**config.mk**
```make
export PLATFORM = sky130hd
export DESIGN_NAME = sdram_line_adapter
export DESIGN_NICKNAME = d
export VERILOG_FILES = /design/src/rtl/sdram_line_adapter.sv
export SDC_FILE = /design/constraint.sdc
export NUM_CORES = 1
export LEC_CHECK = 0
export BUFFER_PORTS_ARGS = -buffer_cell sky130_fd_sc_hd__buf_2
export CAP_MARGIN = 5
export CORE_ASPECT_RATIO = 1.5
export CORE_UTILIZATION = 33
export CTS_CLUSTER_DIAMETER = 80
export DETAILED_ROUTE_END_ITERATION = 8
export PLACE_DENSITY_LB_ADDON = 0.2
export SLEW_MARGIN = 20
export SYNTH_ARGS = -nofsm -noshare
export SYNTH_HDL_FRONTEND = slang
export SYNTH_SLANG_ARGS = --single-unit
```
**constraint.sdc**
```tcl
create_clock -name Clock -period 22.1 [get_ports Clock]
set_clock_uncertainty 0.15 [all_clocks]
set_input_delay 3.315 -clock Clock [delete_from_list [all_inputs] [get_ports Clock]]
set_output_delay 3.315 -clock Clock [all_outputs]
set_load 0.05 [all_outputs]
```
**src/rtl/sdram_line_adapter.sv**
```systemverilog
// sdram_line_adapter: turns one 128-bit cache-line read/write into a single
// 8-beat sequential SDRAM burst and reassembles read beats into a line.
// Only one request is in flight at a time. Controller handshake violations
// latch into err_sticky and do not stop the FSM.
module sdram_line_adapter #(
    parameter  int unsigned DATA_W    = 16,
    parameter  int unsigned BURST_LEN = 8,
    parameter  int unsigned ADDR_W    = 25,
    localparam int unsigned LINE_W    = DATA_W * BURST_LEN
) (
    input  logic              Clock,
    input  logic              Rst,
    input  logic              core_req_valid,
    output logic              core_req_ready,
    input  logic              core_req_rw,
    input  logic [ADDR_W-1:0] core_req_addr,
    input  logic [LINE_W-1:0] core_req_wr_line,
    output logic              core_rsp_valid,
    input  logic              core_rsp_ready,
    output logic              core_rsp_rw,
    output logic [LINE_W-1:0] core_rsp_rd_line,
    output logic              ctrl_req_valid,
    input  logic              ctrl_req_ready,
    output logic              ctrl_rw,
    output logic [ADDR_W-1:0] ctrl_addr,
    output logic [DATA_W-1:0] ctrl_wr_data,
    input  logic              ctrl_wr_beat,
    input  logic              ctrl_rd_valid,
    input  logic [DATA_W-1:0] ctrl_rd_data,
    input  logic              ctrl_done,
    output logic              err_sticky
);

    localparam int unsigned       CNT_W      = $clog2(BURST_LEN);
    localparam logic [CNT_W-1:0]  LAST_CNT   = CNT_W'(BURST_LEN - 1);
    localparam logic [ADDR_W-1:0] ALIGN_MASK = ~ADDR_W'(BURST_LEN - 1);

    typedef enum logic [2:0] {
        S_IDLE,
        S_ISSUE,
        S_WR_BEATS,
        S_RD_BEATS,
        S_WAIT_DONE,
        S_RESP
    } stateT;

    stateT             state;
    logic [CNT_W-1:0]  cnt;
    logic              lastBeat;
    logic              doneSeen;
    logic [LINE_W-1:0] lineLatch;

    logic inBeats;
    logic beatHit;
    logic finalBeat;
    logic protoErr;

    // Beat qualification; lastBeat guards against any beat after the eighth.
    assign inBeats   = (state == S_WR_BEATS) || (state == S_RD_BEATS);
    assign beatHit   = !lastBeat &&
                       (((state == S_WR_BEATS) && ctrl_wr_beat) ||
                        ((state == S_RD_BEATS) && ctrl_rd_valid));
    assign finalBeat = beatHit && (cnt == LAST_CNT);

    // Controller-side protocol violations.
    assign protoErr = (ctrl_rd_valid && (state != S_RD_BEATS)) ||
                      (ctrl_wr_beat  && (state != S_WR_BEATS)) ||
                      (ctrl_done && ((state == S_ISSUE) || (state == S_RESP))) ||
                      (ctrl_done && inBeats && !finalBeat);

    // Current write beat is selected straight from the latched line by cnt.
    assign ctrl_wr_data = lineLatch[DATA_W * 32'(cnt) +: DATA_W];

    // Request/burst/response sequencing with registered handshake outputs.
    always_ff @(posedge Clock or posedge Rst) begin
        if (Rst) begin
            state            <= S_IDLE;
            cnt              <= '0;
            lastBeat         <= 1'b0;
            doneSeen         <= 1'b0;
            lineLatch        <= '0;
            core_req_ready   <= 1'b1;
            core_rsp_valid   <= 1'b0;
            core_rsp_rw      <= 1'b0;
            core_rsp_rd_line <= '0;
            ctrl_req_valid   <= 1'b0;
            ctrl_rw          <= 1'b0;
            ctrl_addr        <= '0;
            err_sticky       <= 1'b0;
        end else begin
            if (protoErr) begin
                err_sticky <= 1'b1;
            end
            case (state)
                S_IDLE: begin
                    if (core_req_valid && core_req_ready) begin
                        ctrl_rw        <= core_req_rw;
                        ctrl_addr      <= core_req_addr & ALIGN_MASK;
                        lineLatch      <= core_req_wr_line;
                        core_req_ready <= 1'b0;
                        ctrl_req_valid <= 1'b1;
                        state          <= S_ISSUE;
                    end
                end
                S_ISSUE: begin
                    if (ctrl_req_ready) begin
                        ctrl_req_valid <= 1'b0;
                        cnt            <= '0;
                        lastBeat       <= 1'b0;
                        doneSeen       <= 1'b0;
                        state          <= ctrl_rw ? S_WR_BEATS : S_RD_BEATS;
                    end
                end
                S_WR_BEATS, S_RD_BEATS: begin
                    if (ctrl_done) begin
                        doneSeen <= 1'b1;
                    end
                    if (beatHit) begin
                        cnt <= cnt + CNT_W'(1);
                        if (state == S_RD_BEATS) begin
                            core_rsp_rd_line[DATA_W * 32'(cnt) +: DATA_W] <= ctrl_rd_data;
                        end
                    end
                    if (finalBeat) begin
                        lastBeat <= 1'b1;
                        if (doneSeen || ctrl_done) begin
                            core_rsp_valid <= 1'b1;
                            core_rsp_rw    <= ctrl_rw;
                            state          <= S_RESP;
                        end else begin
                            state <= S_WAIT_DONE;
                        end
                    end
                end
                S_WAIT_DONE: begin
                    if (ctrl_done) begin
                        core_rsp_valid <= 1'b1;
                        core_rsp_rw    <= ctrl_rw;
                        state          <= S_RESP;
                    end
                end
                S_RESP: begin
                    if (core_rsp_ready) begin
                        core_rsp_valid <= 1'b0;
                        core_req_ready <= 1'b1;
                        state          <= S_IDLE;
                    end
                end
                default: begin
                    state <= S_IDLE;
                end
            endcase
        end
    end

endmodule

```
* Yosys cells after proc, flatten, opt, wreduce, memory -nomap -nowiden *
Index checks and enable logic that the tools add are counted.

cells by class
  $add $sub $neg = 2
  equality and inequality tests = 16
  shift operators = 3
  muxes and demuxes = 30
  reductions and logical operators = 36

operator list
  operator                                                 number
  bitwise mux 128 bit                                      1
  variable shift 16 x 34 -> 128 bit, first input constant  1
  variable part select 128 x 8 -> 16 bit                   1
  variable part select 16 x 34 -> 128 bit                  1
  negator 7 -> 34 bit                                      1
  2-to-1 mux 3 bit                                         7
  AND reduction 3 bit                                      6
  inequality test 2 bit, second input constant             8
  case mux 3 bit (5 select lines)                          1
  2-to-1 mux 1 bit                                         14
  logical AND 1 bit                                        10
  case mux 1 bit (2 select lines)                          5
  AND reduction 5 bit                                      2
  == test 3 bit, second input constant                     3
  nonzero test 2 bit                                       4
  logical OR 1 bit                                         7
  == test 3 x 2 -> 1 bit, second input constant            2
  inequality test 3 x 2 -> 1 bit, second input constant    2
  case mux 3 bit (2 select lines)                          1
  AND reduction 4 bit                                      1
  adder 3 x 1 -> 3 bit, second input constant              1
  == test 3 x 1 -> 1 bit, second input constant            1
  zero test 3 bit                                          1
  case mux 1 bit (3 select lines)                          1
  4 further kinds                                          5

word-level totals
  flip-flop bits (word level) = 292
  input bits = 178
  output and inout port bits = 175
  word-level logic and storage cells = 100

* Logic depth before layout (Yosys ltp) *
  depth after elaboration = 8
  mapped depth = 9
  depth with buffers taken out = 7

* Worst setup path after synthesis *
No wires, ideal clock.

  path kind = flip-flop to output port
  start point = register cnt[0]
  end point = output ctrl_wr_data[5]
  data arrival time = 1897 ps
  required time = 18635 ps
  setup slack = 16738 ps
  cell stages (with the launch flop) = 6
  buffers on the path = 2
  cell sequence = dfrtp_1 -> buf_2 -> buf_2 -> mux4_2 -> nand2_1 -> nand2_1

on the way
  longest elaborated chain between the ends = 1

RTL lines
  what                                    line  text
  from (decl)                             48    logic [CNT_W-1:0] cnt;
  from (signal assigned)                  119   cnt <= cnt + CNT_W'(1);
  variable part select 128 x 8 -> 16 bit  72    assign ctrl_wr_data = lineLatch[DATA_W * 32'(cnt) +: DATA_W];
  to (decl)                               26    output logic [DATA_W-1:0] ctrl_wr_data,

Every way passes these cells.

* Worst setup path in the final report *
  start point = register cnt[0]
  end point = output ctrl_wr_data[3]

Same word-level chain as after synthesis.

==> impl_metrics.py <==
metrics = {
    "critical_path": {
        "crit_type": "flip-flop to output pin",
        "critical_path_buf_inv_count": 2,
        "timing.critical_path.cells": "buf_4 -> mux4_2 -> nand2_1 -> nand2_1 -> buf_2",
        "req_time_crit_path_ps": 18640,
        "worst_r2r_path_depth": 5,
        "worstSetupStartpointType": "flip-flop",
        "worst-endpoint-arrival_ps": 2840,
        "critical-path-slowest-cell": "sky130_fd_sc_hd__mux4_2",
        "cp_slowest_stage_delay_ps": 660,
        "cpLargestDelayFamily": "buffers and inverters",
        "cpMostUsedCell": "sky130_fd_sc_hd__nand2_1",
        "endpoint_kind": "output pin",
        "critPathMaxFanout": 33,
        "critical_path_cell_count": 5,
    },
    "clock_tree": {
        "cts_max_path_buffers": 3,
        "cts_inserted_buffers": 29,
        "worstSkewPairLatency_ps": 550,
        "tritoncts_clock_tree": "yes",
        "clock_tree.htree_level_count": 1,
        "clock_sink_count": 292,
        "postCtsSetupRepairBufs": 0,
        "ctsRootBufferMaster": "sky130_fd_sc_hd__clkbuf_16",
        "post_cts_hold_buffer_count": 0,
        "cts.repair.resized": 0,
        "clk_pin_slew_worst_paths_ps": 60,
    },
    "routing": {
        "avgViaCountPerCell": 4.78,
        "totalWireLength_um": 33500,
        "drt_pass1_iterations": 4,
        "total_number_of_vias": 8029,
        "remaining_drc_errors": 0,
        "avgRoutedWirePerCell_um": 20.0,
        "drt_iter0_markers": 334,
        "drt.antenna.violating_nets": 0,
    },
    "final_layout": {
        "most-common-layout-cells": "sky130_fd_sc_hd__buf_2 (346), sky130_fd_sc_hd__dfrtp_1 (289), sky130_fd_sc_hd__mux2_2 (270)",
        "area_used_by_multi_input_combinational_logic_um2": 4910,
        "regArea_um2": 7310,
        "layout_commonest_cell": "sky130_fd_sc_hd__buf_2",
        "drive_gt1_share_pct": 59.2,
        "layout-area-overhead-vs-synth_pct": 25.5,
        "n_fill_cell": 3485,
        "layout.nets": 1357,
        "postLayoutCoreUtil_pct": 42.4,
    },
    "synthesis": {
        "ys_dominant_reg_cell": "sky130_fd_sc_hd__dfrtp_1",
        "syn-cell-area_um2": 12500,
        "synth_largest_area_cell": "sky130_fd_sc_hd__dfrtp_1",
        "synth.ff_latch_count": 292,
        "synth_warnings": 0,
        "synth.top_cells.by_area": "sky130_fd_sc_hd__dfrtp_1 (58%), sky130_fd_sc_hd__mux2_2 (24%), sky130_fd_sc_hd__mux4_2 (5.8%)",
        "synth_seq_area_share_pct": 58.7,
        "postSynthAreaPerCell_um2": 14.9,
        "number_of_different_library_cells_in_the_post_synthesis_netlist": 39,
        "synthCells": 836,
        "synth_enable_flop_cells": 0,
        "synth_async_sr_flop_share_pct": 100,
        "yosys.area.top_type_share_pct": 58.5,
    },
    "global_route": {
        "grt_start_max_net_pins": 153,
        "grt_antenna_before_repair": 8,
        "grt_first_pass_wirelength_um": 51600,
        "via_count_of_the_first_global_routing_pass": 8641,
        "globalRoute.totalOverflow": 0,
        "grt_util_all_layers_pct": 17.6,
    },
    "sta": {
        "setup_total_negative_slack_ps": 0,
        "clock.fmax_ghz": 0.159,
        "period_minus_slack_ps": 6310,
        "worst_pin_slew_ps": 1010,
        "worst_slack_ps": 15790,
        "setup-violations-final": 0,
        "hold_violations": 0,
        "slew-limit-headroom_pct": 32.9,
        "drv_slew": 0,
        "timing.final.crit_share_pct": 28.5,
        "unrepaired_setup_endpoints_after_global_routing": "false",
    },
    "power_and_ir_drop": {
        "cellPowerDensity_nw_per_um2": 146,
        "leakagePower_nw": 8.26,
        "vdd.ir_drop.worst_v": 0.0000860,
    },
    "floorplan": {
        "die_footprint_um2": 38500,
        "row_count": 86,
        "dieHeight_um": 240,
        "core_area_um2": 36900,
        "floorplan.die.width_um": 161,
        "floorplan.initialDensity_pct": 33.7,
        "top_level_ports": 353,
    },
    "worst_hold_path": {
        "hold_path_class": "flip-flop to flip-flop",
        "whs_path_depth": 1,
    },
    "run_status": {
        "outcome": "finished clean",
    },
    "flow_run": {
        "drv_cap": 0,
    },
    "place": {
        "port_buffers": 346,
        "dp_hpwl_um": 23900,
        "preCtsSetupSlack_ps": 16280,
        "finalWeightedCongestion": 0.783,
    },
}
worst register-to-register path, delay by kind of cell (launching register included):
kind / cells / cell delay [ps]
adders and majority gates: 1 / 530
muxes: 1 / 440
DFF: 1 / 870
buffers and inverters: 1 / 740
and+or+nand+nor: 2 / 1390
synthesized netlist by cell type (all sizes together), types with 6 or more instances:
| master | count |
|---|---|
| ha | 6 |
| and3 | 15 |
| and2 | 38 |
| o21ai | 6 |
| nand2 | 63 |
| a21oi | 9 |
| clkbuf | 18 |
| mux2 | 280 |
| inv | 6 |
| nor2 | 8 |
| buf | 31 |
| mux4 | 32 |
| dfrtp | 291 |
path summary, 6_finish.rpt:
path                            start              endpoint  slack, ps
max in group asynchronous         Rst  core_rsp_rd_line[85]      17050
max reg2reg                    cnt[2]   core_rsp_rd_line[0]      17850
max                            cnt[0]       ctrl_wr_data[3]      15790
min in group asynchronous         Rst  core_rsp_rd_line[45]       2710
min                        err_sticky            err_sticky        330
min reg2reg                err_sticky            err_sticky        330
through the flow:
stage	power [mW]	cells	hold slack, ps	instance area, um^2
global route	2.40	1678	348	15600
global placement	1.78	1625	306	14600
detailed placement	1.80	1625	317	14600
CTS	2.32	1676	331	15600
floorplan	1.54	838	325	12500
finish	2.28	1679	327	15600
logic make-up after synthesis:
| logic type | count (synthesis) | share of synthesized area, % |
|---|---|---|
| mux | 316 | 31.4 |
| flops | 292 | 58.7 |
| simple gates | 141 | 6.00 |
| buf+inv | 56 | 2.11 |
| compound gates | 24 | 1.15 |
| fa+ha+maj | 6 | 0.603 |
| other cells | 1 | 0.0301 |
layer usage:
| metal | vias up | global-route usage [%] | wire length [um] |
|---|---|---|---|
| met1 | 4078 | 19.6 | 12600 |
| met2 | 252 | 32.0 | 17500 |
| li1 | 3647 | - | - |
| met4 | 10 | 4.30 | 567 |
| met3 | 42 | 5.73 | 2790 |
| met5 | - | 0 | 59 |
flip-flops by register name, indices dropped and copies added, names as in the netlist:
signal / flops
cnt: 3
core_req_ready: 1
core_rsp_rd_line: 128
core_rsp_rw: 1
core_rsp_valid: 1
ctrl_addr: 22
ctrl_req_valid: 1
ctrl_rw: 1
doneSeen: 1
err_sticky: 1
lastBeat: 1
lineLatch: 128
state: 3
final cells by class:
type                            instances  share of cell area, %
Tap cell                              484                   3.87
Sequential cell                       292                   46.8
Clock buffer                           45                   5.47
Clock inverter                          6                  0.688
Multi-Input combinational cell        490                   31.4
Antenna cell                            2                 0.0320
Timing Repair Buffer                  353                   11.5
Inverter                                7                  0.216
power breakdown:
part	switching (mW)	internal (mW)	leakage, nW
Combinational	0.657	0.313	3.85
Sequential	0.0977	0.705	3.95
Clock	0.207	0.299	0.469
Total	0.962	1.32	8.26
Note: power is estimated with default switching activity, not from simulation.
